==> config.mk <==
export PLATFORM = sky130hd
export DESIGN_NAME = uart_motor_host
export DESIGN_NICKNAME = d
export VERILOG_FILES = /design/src/rtl/uart_motor_host.sv
export SDC_FILE = /design/constraint.sdc
export NUM_CORES = 1
export LEC_CHECK = 0
export CORE_AREA = 2 2 106 133
export DETAILED_ROUTE_END_ITERATION = 12
export DIE_AREA = 0 0 108 135
export PLACE_DENSITY = 0.74
export RECOVER_POWER = 50
export SLEW_MARGIN = 0
export SYNTH_ARGS = -nofsm -noshare
export SYNTH_HDL_FRONTEND = slang
export SYNTH_SLANG_ARGS = --single-unit
==> constraint.sdc <==
create_clock -name CLOCK_25 -period 7.1 [get_ports CLOCK_25]
set_clock_uncertainty 0.05 [all_clocks]
set_input_delay 1.065 -clock CLOCK_25 [delete_from_list [all_inputs] [get_ports CLOCK_25]]
set_output_delay 1.065 -clock CLOCK_25 [all_outputs]
set_load 0.05 [all_outputs]
==> src/rtl/uart_motor_host.sv <==
// uart_motor_host: initiator side of the motor-control UART link; frames motion
// commands and status polls for a byte transmitter and decodes the 4-byte status reply.
module uart_motor_host #(
    parameter int GAP_CYCLES   = 4095,
    parameter int RESP_TIMEOUT = 262143
) (
    input  logic        CLOCK_25,
    input  logic        reset,
    input  logic        cmd_valid,
    output logic        cmd_ready,
    input  logic [3:0]  cmd_idx,
    input  logic        cmd_dir,
    input  logic [15:0] cmd_divider,
    input  logic [15:0] cmd_steps,
    input  logic        poll_valid,
    output logic        tx_start,
    output logic [7:0]  tx_data,
    input  logic        tx_busy,
    input  logic        rx_ready,
    input  logic [7:0]  rx_data,
    output logic        status_valid,
    output logic [9:0]  status_pending,
    output logic [9:0]  status_term,
    output logic        err,
    output logic [1:0]  err_code
);
    localparam logic [17:0] GAP_LOAD = 18'(GAP_CYCLES);
    localparam logic [17:0] TMO_LOAD = 18'(RESP_TIMEOUT);

    typedef enum logic [2:0] {IDLE, LOAD, START, WAIT_BUSY, GAP, WAIT_RESP} state_t;
    state_t state, stateNext;

    logic [47:0] frame;
    logic [2:0]  bytesLeft;
    logic        isPoll;
    logic        busyArmed;
    logic        rxReadyD;
    logic        rxEdge;
    logic        tagOk;
    logic [17:0] gapCnt;
    logic [17:0] toCnt;
    logic [1:0]  replyIdx;
    logic [9:0]  shPend;
    logic [4:0]  shTerm;

    assign rxEdge = rx_ready && !rxReadyD;
    assign tagOk  = (rx_data[7:6] == replyIdx) && !rx_data[5];

    always_comb begin
        stateNext = state;
        cmd_ready = 1'b0;
        tx_start  = 1'b0;
        case (state)
            IDLE: begin
                cmd_ready = 1'b1;
                if ((cmd_valid && cmd_idx != 4'hF) || (!cmd_valid && poll_valid))
                    stateNext = LOAD;
            end
            LOAD:      stateNext = tx_busy ? LOAD : START;
            START: begin
                tx_start  = 1'b1;
                stateNext = WAIT_BUSY;
            end
            WAIT_BUSY: stateNext = (busyArmed && !tx_busy) ? GAP : WAIT_BUSY;
            GAP:       stateNext = (gapCnt != '0) ? GAP : (bytesLeft != '0) ? LOAD : isPoll ? WAIT_RESP : IDLE;
            WAIT_RESP: stateNext = (toCnt == '0 || (rxEdge && (!tagOk || replyIdx == 2'd3))) ? IDLE : WAIT_RESP;
            default:   stateNext = IDLE;
        endcase
    end

    always_ff @(posedge CLOCK_25 or posedge reset) begin
        if (reset) begin
            state          <= IDLE;
            frame          <= '0;
            bytesLeft      <= '0;
            isPoll         <= 1'b0;
            busyArmed      <= 1'b0;
            rxReadyD       <= 1'b0;
            gapCnt         <= '0;
            toCnt          <= '0;
            replyIdx       <= '0;
            shPend         <= '0;
            shTerm         <= '0;
            tx_data        <= '0;
            status_valid   <= 1'b0;
            status_pending <= '0;
            status_term    <= '0;
            err            <= 1'b0;
            err_code       <= '0;
        end else begin
            state        <= stateNext;
            rxReadyD     <= rx_ready;
            err          <= 1'b0;
            status_valid <= 1'b0;
            case (state)
                IDLE: begin
                    if (cmd_valid && cmd_idx == 4'hF) begin
                        err      <= 1'b1;
                        err_code <= 2'd1;
                    end else if (cmd_valid) begin
                        frame     <= {cmd_steps, cmd_divider, cmd_dir, 7'h00, 4'h0, cmd_idx};
                        bytesLeft <= 3'd6;
                        isPoll    <= 1'b0;
                    end else if (poll_valid) begin
                        frame     <= {40'h0, 8'h0F};
                        bytesLeft <= 3'd1;
                        isPoll    <= 1'b1;
                    end
                end
                LOAD: begin
                    tx_data <= frame[7:0];
                    if (!tx_busy) begin
                        frame     <= frame >> 8;
                        bytesLeft <= bytesLeft - 3'd1;
                    end
                end
                START: busyArmed <= 1'b0;
                WAIT_BUSY: begin
                    // First cycle after tx_start is skipped: the transmitter may not have raised busy yet
                    busyArmed <= 1'b1;
                    if (busyArmed && !tx_busy)
                        gapCnt <= GAP_LOAD;
                end
                GAP: begin
                    if (gapCnt != '0) begin
                        gapCnt <= gapCnt - 18'd1;
                    end else begin
                        toCnt    <= TMO_LOAD;
                        replyIdx <= '0;
                    end
                end
                WAIT_RESP: begin
                    if (toCnt == '0) begin
                        err      <= 1'b1;
                        err_code <= 2'd3;
                    end else begin
                        toCnt <= toCnt - 18'd1;
                        if (rxEdge && !tagOk) begin
                            err      <= 1'b1;
                            err_code <= 2'd2;
                        end else if (rxEdge) begin
                            replyIdx <= replyIdx + 2'd1;
                            case (replyIdx)
                                2'd0:    shPend[4:0] <= rx_data[4:0];
                                2'd1:    shPend[9:5] <= rx_data[4:0];
                                2'd2:    shTerm      <= rx_data[4:0];
                                default: begin
                                    status_valid   <= 1'b1;
                                    status_pending <= shPend;
                                    status_term    <= {rx_data[4:0], shTerm};
                                end
                            endcase
                        end
                    end
                end
                default: ;
            endcase
        end
    end
endmodule

==> results.toml, run 1 <==
[yosys]
netlist_area_um2 = 6810
synth_edf_count = 0
yosysSeqAreaShare_pct = 52.2
ys_async_sr_fraction_pct = 100
synth.top_cell.area_share_pct = 52.2
ys_warn_count = 0
synth_area_leaders = "dfrtp_1 (52%), mux2_2 (11%), a22o_1 (4.6%)"
ys.flop_type = "dfrtp_1"
synthCells = 587
synth_cell_types = 60
postSynthAreaPerCell_um2 = 11.6
synth_nets = 649
synth-seq-cells = 142
synth_top_cell_by_area = "dfrtp_1"

[placed_design]
hpwlAfterDp_um = 9500
gp_congestion = 0.807
port_buffers = 84

[routing]
topRoutingLayerUsed = "met4"
viasPerCell = 5.87
first_iter_violations = 384
vias = 4970
wl_met2_um = 7150
drc = 0
wl_met3_um = 747
wl_met1_um = 5930
ant_nets = 0
wl_per_cell_um = 16.6
wl_um = 14100
first_pass_iters = 4

[worst_setup_path]
ff2ff_path_depth = 5
crit_chain = "dlygate4sd3_1, clkinvlp_2, buf_4"
cpMaxStageDelayCell = "clkinvlp_2"
path_class = "in -> async"
cp_top_family = "buffers and inverters"
arrival_ns = 4.48
end_kind = "asynchronous set/reset pin"
required_ns = 7.50
cpPeakStageDelay_ns = 1.89
cp_max_fo = 78
path_buf_inv = 3
path_depth = 3
cp-start-kind = "input pin"

[floorplan]
die-height_um = 135
initial_core_util_pct = 51.5
core-area_um2 = 13200
dieArea_um2 = 14600
fp.dieW_um = 108
placementRows = 47
io_pins = 85

[clocking]
numCtsBuffers = 17
clock-root-buffer = "clkbuf_16"
cts_buffer_depth = 2
post_cts_resized = 0
post_cts_buffers = 0
clock_sinks = 142
clkTransAtPathRegs_ns = 0.06
cts_tree = "done"
hold_buffers = 0
cts.htree.levels = 4
clk_latency_ns = 0.43

[grt]
grt_pass1_vias = 5001
grt_pass1_wl_um = 24100
antenna_found_initial = 0
grt_max_degree = 79
track_usage_pct = 20.8
overflow = 0

[sta]
final_hold_viol_count = 0
drv_slew = 79
finalSetupViolations = 0
setup_tns_ns = 0
relSlewSlack_pct = -126
timing.final.crit_share_pct = 57.5
fin_crit_ns = 4.08
worst_pin_slew_ns = 3.38
max_freq_mhz = 245
grt_setup_unrepaired = "false"

[pwr]
netSwitchingPower_mw = 0.913
clockPowerShare_pct = 31.4
power_per_cell_area_nw_per_um2 = 329
power_frac_seq_pct = 39.6
internal_power_mw = 1.81
leakagePower_nw = 3.85
power_frac_comb_pct = 29.0
p_sw_share_pct = 33.5
vdd_ir_drop_max_uv = 220

[finish]
nets = 725
fin_util_pct = 62.6
drive_gt1_share_pct = 17.8
syn_to_final_growth_pct = 21.6
antenna_cells = 0
layout_commonest_cell = "dfrtp_1"
fillers = 1058
layout_common_cells = "dfrtp_1 (142), mux2_2 (67), clkdlybuf4s50_1 (62)"

[min_path]
min_path_type = "reg -> reg"
hold_depth = 1

[run_status]
outcome = "finished, violations left"
violations = "capacitance limit, slew limit"

[run]
maxCapViolCount = 1
synthesized netlist by cell type, types with 5 or more instances:
cell	n
nand3_1	20
ha_1	11
nand2_1	45
buf_2	13
mux2i_1	25
nor2_1	24
or4_1	13
dfrtp_1	142
o31ai_1	13
a22o_1	36
nor3_1	7
nor4_1	9
o211ai_1	6
mux2_2	67
a21oi_1	15
o21ai_0	15
nand2b_1	5
clkbuf_1	14
a31oi_1	7
inv_1	23
or3_1	5
layer usage:
metal | up-vias | GRT usage, %
met1 | 2477 | 25.2
met2 | 131 | 35.1
li1 | 2341 | -
met4 | 0 | 7.48
met5 | - | 0
met3 | 21 | 6.23
metrics by stage:
| stage | instances | setup WS (ns) | total power [mW] | cell area (um^2) | hold WS [ns] |
|---|---|---|---|---|---|
| after global placement | 815 | 3.63 | 1.86 | 7760 | 0.401 |
| after floorplan | 587 | 2.18 | 1.68 | 6810 | 0.383 |
| after global routing | 847 | 2.39 | 2.88 | 8290 | 0.445 |
| after CTS | 847 | 3.61 | 2.76 | 8330 | 0.428 |
| final | 847 | 3.02 | 2.73 | 8290 | 0.425 |
| after detailed placement | 815 | 3.51 | 1.90 | 7760 | 0.408 |
layout make-up:
class | instances | area [um^2] | share of cell area [%]
Sequential cell | 142 | 3550 | 42.9
Multi-Input combinational cell | 391 | 2990 | 36.1
Timing Repair Buffer | 88 | 871 | 10.5
Clock buffer | 18 | 439 | 5.30
Tap cell | 171 | 214 | 2.58
Clock inverter | 14 | 131 | 1.59
Inverter | 23 | 87.6 | 1.06
cell families (layout without fill, tap and decap cells):
family / Yosys count / in the layout / synth area share [%]
mux: 93 / 93 / 14.9
flops: 142 / 142 / 52.2
fa+ha+maj: 11 / 11 / 2.02
xor+xnor: 2 / 2 / 0.257
simple gates: 170 / 170 / 14.4
buf+inv: 54 / 143 / 3.43
compound gates: 115 / 115 / 12.8
worst paths after layout:
check                                             from                          to  slack, ns
worst max-delay path                             reset    bytesLeft[0]$_DFFE_PP0P_       3.02
worst min-delay path            gapCnt[13]$_DFFE_PP0P_      gapCnt[13]$_DFFE_PP0P_       0.42
worst min register to register  gapCnt[13]$_DFFE_PP0P_      gapCnt[13]$_DFFE_PP0P_       0.42
max in group CLOCK_25                         rx_ready  status_term[3]$_DFFE_PP0P_       3.51
min in group asynchronous                        reset  status_term[0]$_DFFE_PP0P_       2.02
worst max register to register    state[2]$_DFFE_PP0P_       frame[38]$_DFFE_PP0P_       4.07
flip-flops by register name, summed over array words and instances (netlist names):
| name | cells |
|---|---|
| bytesLeft | 3 |
| busyArmed | 1 |
| rxReadyD | 1 |
| err_code | 2 |
| status_valid | 1 |
| gapCnt | 18 |
| err | 1 |
| status_term | 10 |
| shTerm | 5 |
| state | 3 |
| tx_data | 8 |
| toCnt | 18 |
| status_pending | 10 |
| replyIdx | 2 |
| shPend | 10 |
| isPoll | 1 |
| frame | 48 |
power groups by stage:
stage,Clock (mW),Combinational [mW],Sequential [mW]
3_3_place_gp,0,0.781,1.08
2_1_floorplan,0,0.545,1.14
6_report,0.856,0.791,1.08
5_1_grt,0.910,0.869,1.10
4_1_cts,0.869,0.807,1.08
3_5_place_dp,0,0.804,1.09
(Power assumes the default switching activity.)
==> inputs of run 2 (changes only) <==
Clock period 7.1 ns to 4.1 ns, I/O delays scaled along.
==> results.toml, run 2 (same netlist as run 1, synthesis figures left out) <==
[finish]
regMostFlops = "frame"
nets = 730
fin_util_pct = 63.6
layout_commonest_cell = "dfrtp_1"
final_cells = 852
layout_common_cells = "dfrtp_1 (142), clkdlybuf4s50_1 (80), mux2_2 (67)"
antenna_cells = 0
largest_reg_flops = 48
fillers = 1017
drive_gt1_share_pct = 18.8
multi_input_area_um2 = 3020
syn_to_final_growth_pct = 23.5
reg.largest.list = "frame x48, gapCnt x18, toCnt x18"
ff_latch_area_um2 = 3550
final_area_um2 = 8410

[clocking]
clkTransAtPathRegs_ns = 0.06
cts_buffer_depth = 2
hold_buffers = 0
cts.htree.levels = 4
numCtsBuffers = 17
clock_sinks = 142
clock-root-buffer = "clkbuf_16"
cts_tree = "done"
post_cts_resized = 0
clk_latency_ns = 0.42
post_cts_buffers = 0

[grt]
overflow = 0
antenna_found_initial = 0
grt_pass1_vias = 5053
track_usage_pct = 20.9
grt_max_degree = 82
grt_pass1_wl_um = 24000

[floorplan]
io_pins = 85
placementRows = 47
die-height_um = 135
dieArea_um2 = 14600
fp.dieW_um = 108
core-area_um2 = 13200
initial_core_util_pct = 51.5

[sta]
timing.final.crit_share_pct = 78.0
setup_tns_ns = 0
grt_setup_unrepaired = "false"
worst_pin_slew_ns = 1.13
finalSetupViolations = 0
relSlewSlack_pct = 24.3
final_hold_viol_count = 0
drv_slew = 0
fin_crit_ns = 3.20
max_freq_mhz = 313
hold_ws_ns = 0.413
layout_setup_ws_ns = 0.904

[worst_setup_path]
cp_max_fo = 20
end_kind = "flop"
path_class = "reg -> reg"
cp-startpoint = "toCnt[0]$_DFFE_PP0P_"
cpMaxStageDelayCell = "o2111ai_2"
arrival_ns = 3.44
cpPeakStageDelay_ns = 1.05
crit_chain = "inv_1, ha_1, nor3b_1, nand4_1, o2111ai_2, mux2_2"
cp-start-kind = "flop"
rr_startpoint = "toCnt[0]$_DFFE_PP0P_"
required_ns = 4.35

[placed_design]
port_buffers = 84
hpwlAfterDp_um = 9860
dp.cells = 820
gp_congestion = 0.809
place_ws_ns = 0.993
place_area_um2 = 7820

[routing]
wl_um = 14300
drc = 0
vias = 4955
ant_nets = 0
viasPerCell = 5.82
wl_per_cell_um = 16.7
first_pass_iters = 4
first_iter_violations = 304

[pwr]
finalPower_mw = 4.83
power_per_cell_area_nw_per_um2 = 574
vdd_ir_drop_max_uv = 429
leakagePower_nw = 3.85

[run]
maxCapViolCount = 0

[min_path]
hp-start = "frame[2]$_DFFE_PP0P_"
min_path_type = "reg -> reg"

[run_status]
outcome = "finished clean"
## run 2: report_power, final
group / leakage [nW] / internal [mW] / switching (mW)
registers: 1.83 / 1.68 / 0.198
clock network: 0.286 / 0.949 / 0.594
logic: 1.73 / 0.632 / 0.777
total: 3.85 / 3.26 / 1.57
## run 2: cell type report
| cell class | count | share of cell area (%) |
|---|---|---|
| clock buffer | 21 | 5.59 |
| sequential | 142 | 42.2 |
| inverter | 23 | 1.04 |
| tap | 171 | 2.54 |
| multi-input combinational | 391 | 35.9 |
| timing repair buffer | 93 | 11.1 |
| clock inverter | 11 | 1.56 |
## run 2: worst paths after layout
check / cells after the start / slack [ns] / endpoint
max: 6 / 0.90 / status_pending[8]$_DFFE_PP0P_
min: 2 / 0.41 / tx_data[2]$_DFFE_PP0P_
max reg2reg: 6 / 0.90 / status_pending[8]$_DFFE_PP0P_
min reg2reg: 2 / 0.41 / tx_data[2]$_DFFE_PP0P_
max in group asynchronous: 3 / 2.15 / tx_data[3]$_DFFE_PP0P_
min in group asynchronous: 2 / 0.82 / frame[43]$_DFFE_PP0P_
## run 2: critical path, delay by kind of cell (launching register included)
family                   cells  cell delay [ns]
AO/OA/AOI/OAI                1             1.05
adder cells (fa/ha/maj)      1             0.20
buffers and inverters        1             0.11
flip-flops                   1             0.42
multiplexers                 1             0.42
AND/OR/NAND/NOR              2             0.82
## run 2: routing by layer
metal / routed length (um) / vias to the layer above / global-route usage [%] / share of wire (%)
met5: 0 / - / 0 / 0
met4: 236 / 0 / 8.69 / 1.7
met3: 687 / 17 / 5.31 / 4.8
met2: 7370 / 126 / 35.2 / 52
met1: 5960 / 2466 / 25.6 / 42
li1: - / 2346 / - / -
==> inputs of run 3 (changes only) <==
Settings changed: CORE_AREA 2 2 106 133 to 2 2 108 136, DIE_AREA 0 0 108 135 to 0 0 110 138, PLACE_DENSITY 0.74 to 0.75.
Clock period 4.1 ns to 2.8 ns, I/O delays scaled along.
==> results.toml, run 3 (same netlist as run 1, synthesis figures left out) <==
[run_status]
outcome = "finished, violations left"
violations = "capacitance limit, slew limit"

[grt]
grt_max_degree = 143
antenna_found_initial = 0
grt_pass1_vias = 5138
track_usage_pct = 19.9
grt_pass1_wl_um = 24200
overflow = 0

[finish]
reg.largest.list = "frame x48, gapCnt x18, toCnt x18"
syn_to_final_growth_pct = 24.2
nets = 738
final_area_um2 = 8460
multi_input_area_um2 = 3030
fin_util_pct = 60.2
ff_latch_area_um2 = 3550
largest_reg_flops = 48
antenna_cells = 0
regMostFlops = "frame"
layout_common_cells = "dfrtp_1 (142), clkdlybuf4s50_1 (82), mux2_2 (67)"
final_cells = 867
fillers = 1134
layout_commonest_cell = "dfrtp_1"
drive_gt1_share_pct = 20.0

[placed_design]
place_ws_ns = 0.356
gp_congestion = 0.859
port_buffers = 84
dp.cells = 835
place_area_um2 = 7910
hpwlAfterDp_um = 9880

[pwr]
leakagePower_nw = 3.86
finalPower_mw = 7.05
vdd_ir_drop_max_uv = 463
power_per_cell_area_nw_per_um2 = 833

[sta]
fin_crit_ns = 2.67
finalSetupViolations = 0
layout_setup_ws_ns = 0.129
hold_ws_ns = 0.427
worst_pin_slew_ns = 1.89
relSlewSlack_pct = -25.9
timing.final.crit_share_pct = 95.4
final_hold_viol_count = 0
drv_slew = 143
grt_setup_unrepaired = "false"
setup_tns_ns = 0
max_freq_mhz = 374

[clocking]
hold_buffers = 0
clkTransAtPathRegs_ns = 0.06
numCtsBuffers = 17
clock_sinks = 142
cts.htree.levels = 4
post_cts_resized = 0
cts_tree = "done"
cts_buffer_depth = 2
clock-root-buffer = "clkbuf_16"
clk_latency_ns = 0.42
post_cts_buffers = 0

[worst_setup_path]
required_ns = 2.33
path_class = "reg -> out"
cp-start-kind = "flop"
arrival_ns = 2.20
end_kind = "output pin"
cp_max_fo = 12

[floorplan]
fp.dieW_um = 110
core-area_um2 = 14000
dieArea_um2 = 15200
die-height_um = 138
placementRows = 49
io_pins = 85
initial_core_util_pct = 48.5

[routing]
drc = 0
wl_per_cell_um = 16.6
ant_nets = 0
first_pass_iters = 4
first_iter_violations = 225
vias = 4968
viasPerCell = 5.73
wl_um = 14400

[min_path]
min_path_type = "reg -> reg"

[run]
maxCapViolCount = 1
run 3: worst paths after layout:
| path | to | depth (start not counted) | start | slack (ns) |
|---|---|---|---|---|
| max | cmd_ready | 2 | state[2]$_DFFE_PP0P_ | 0.13 |
| min | tx_data[2]$_DFFE_PP0P_ | 2 | frame[2]$_DFFE_PP0P_ | 0.43 |
| max reg2reg | frame[30]$_DFFE_PP0P_ | 5 | state[2]$_DFFE_PP0P_ | 0.18 |
| min reg2reg | tx_data[2]$_DFFE_PP0P_ | 2 | frame[2]$_DFFE_PP0P_ | 0.43 |
| max in group asynchronous | frame[39]$_DFFE_PP0P_ | 3 | reset | 0.52 |
| min in group asynchronous | gapCnt[16]$_DFFE_PP0P_ | 3 | reset | 0.97 |
run 3: critical path: stages, from the launching register on:
cell and delay (ns):
dfrtp_1 0.52, nor3_2 0.35, clkdlybuf4s50_1 0.91
run 3: layout make-up:
class | count | area share (%)
Timing Repair Buffer | 101 | 11.7
Tap cell | 178 | 2.63
Clock buffer | 18 | 5.07
Multi-Input combinational cell | 391 | 35.8
Clock inverter | 14 | 1.76
Inverter | 23 | 1.07
Sequential cell | 142 | 42.0
run 3: layer usage:
| metal | share of wire, % | wire [um] | GRT usage, % | up-vias |
|---|---|---|---|---|
| met4 | 2.2 | 321 | 7.46 | 0 |
| met2 | 52 | 7430 | 33.7 | 111 |
| met3 | 4.7 | 674 | 5.14 | 31 |
| met5 | 0 | 0 | 0 | - |
| met1 | 41 | 5960 | 23.9 | 2473 |
| li1 | - | - | - | 2353 |
run 3: report_power, final:
group	leakage (nW)	internal [mW]	switching, mW
clock	0.270	1.25	0.931
sequential	1.83	2.46	0.301
combinational	1.76	0.956	1.15
total	3.86	4.66	2.38
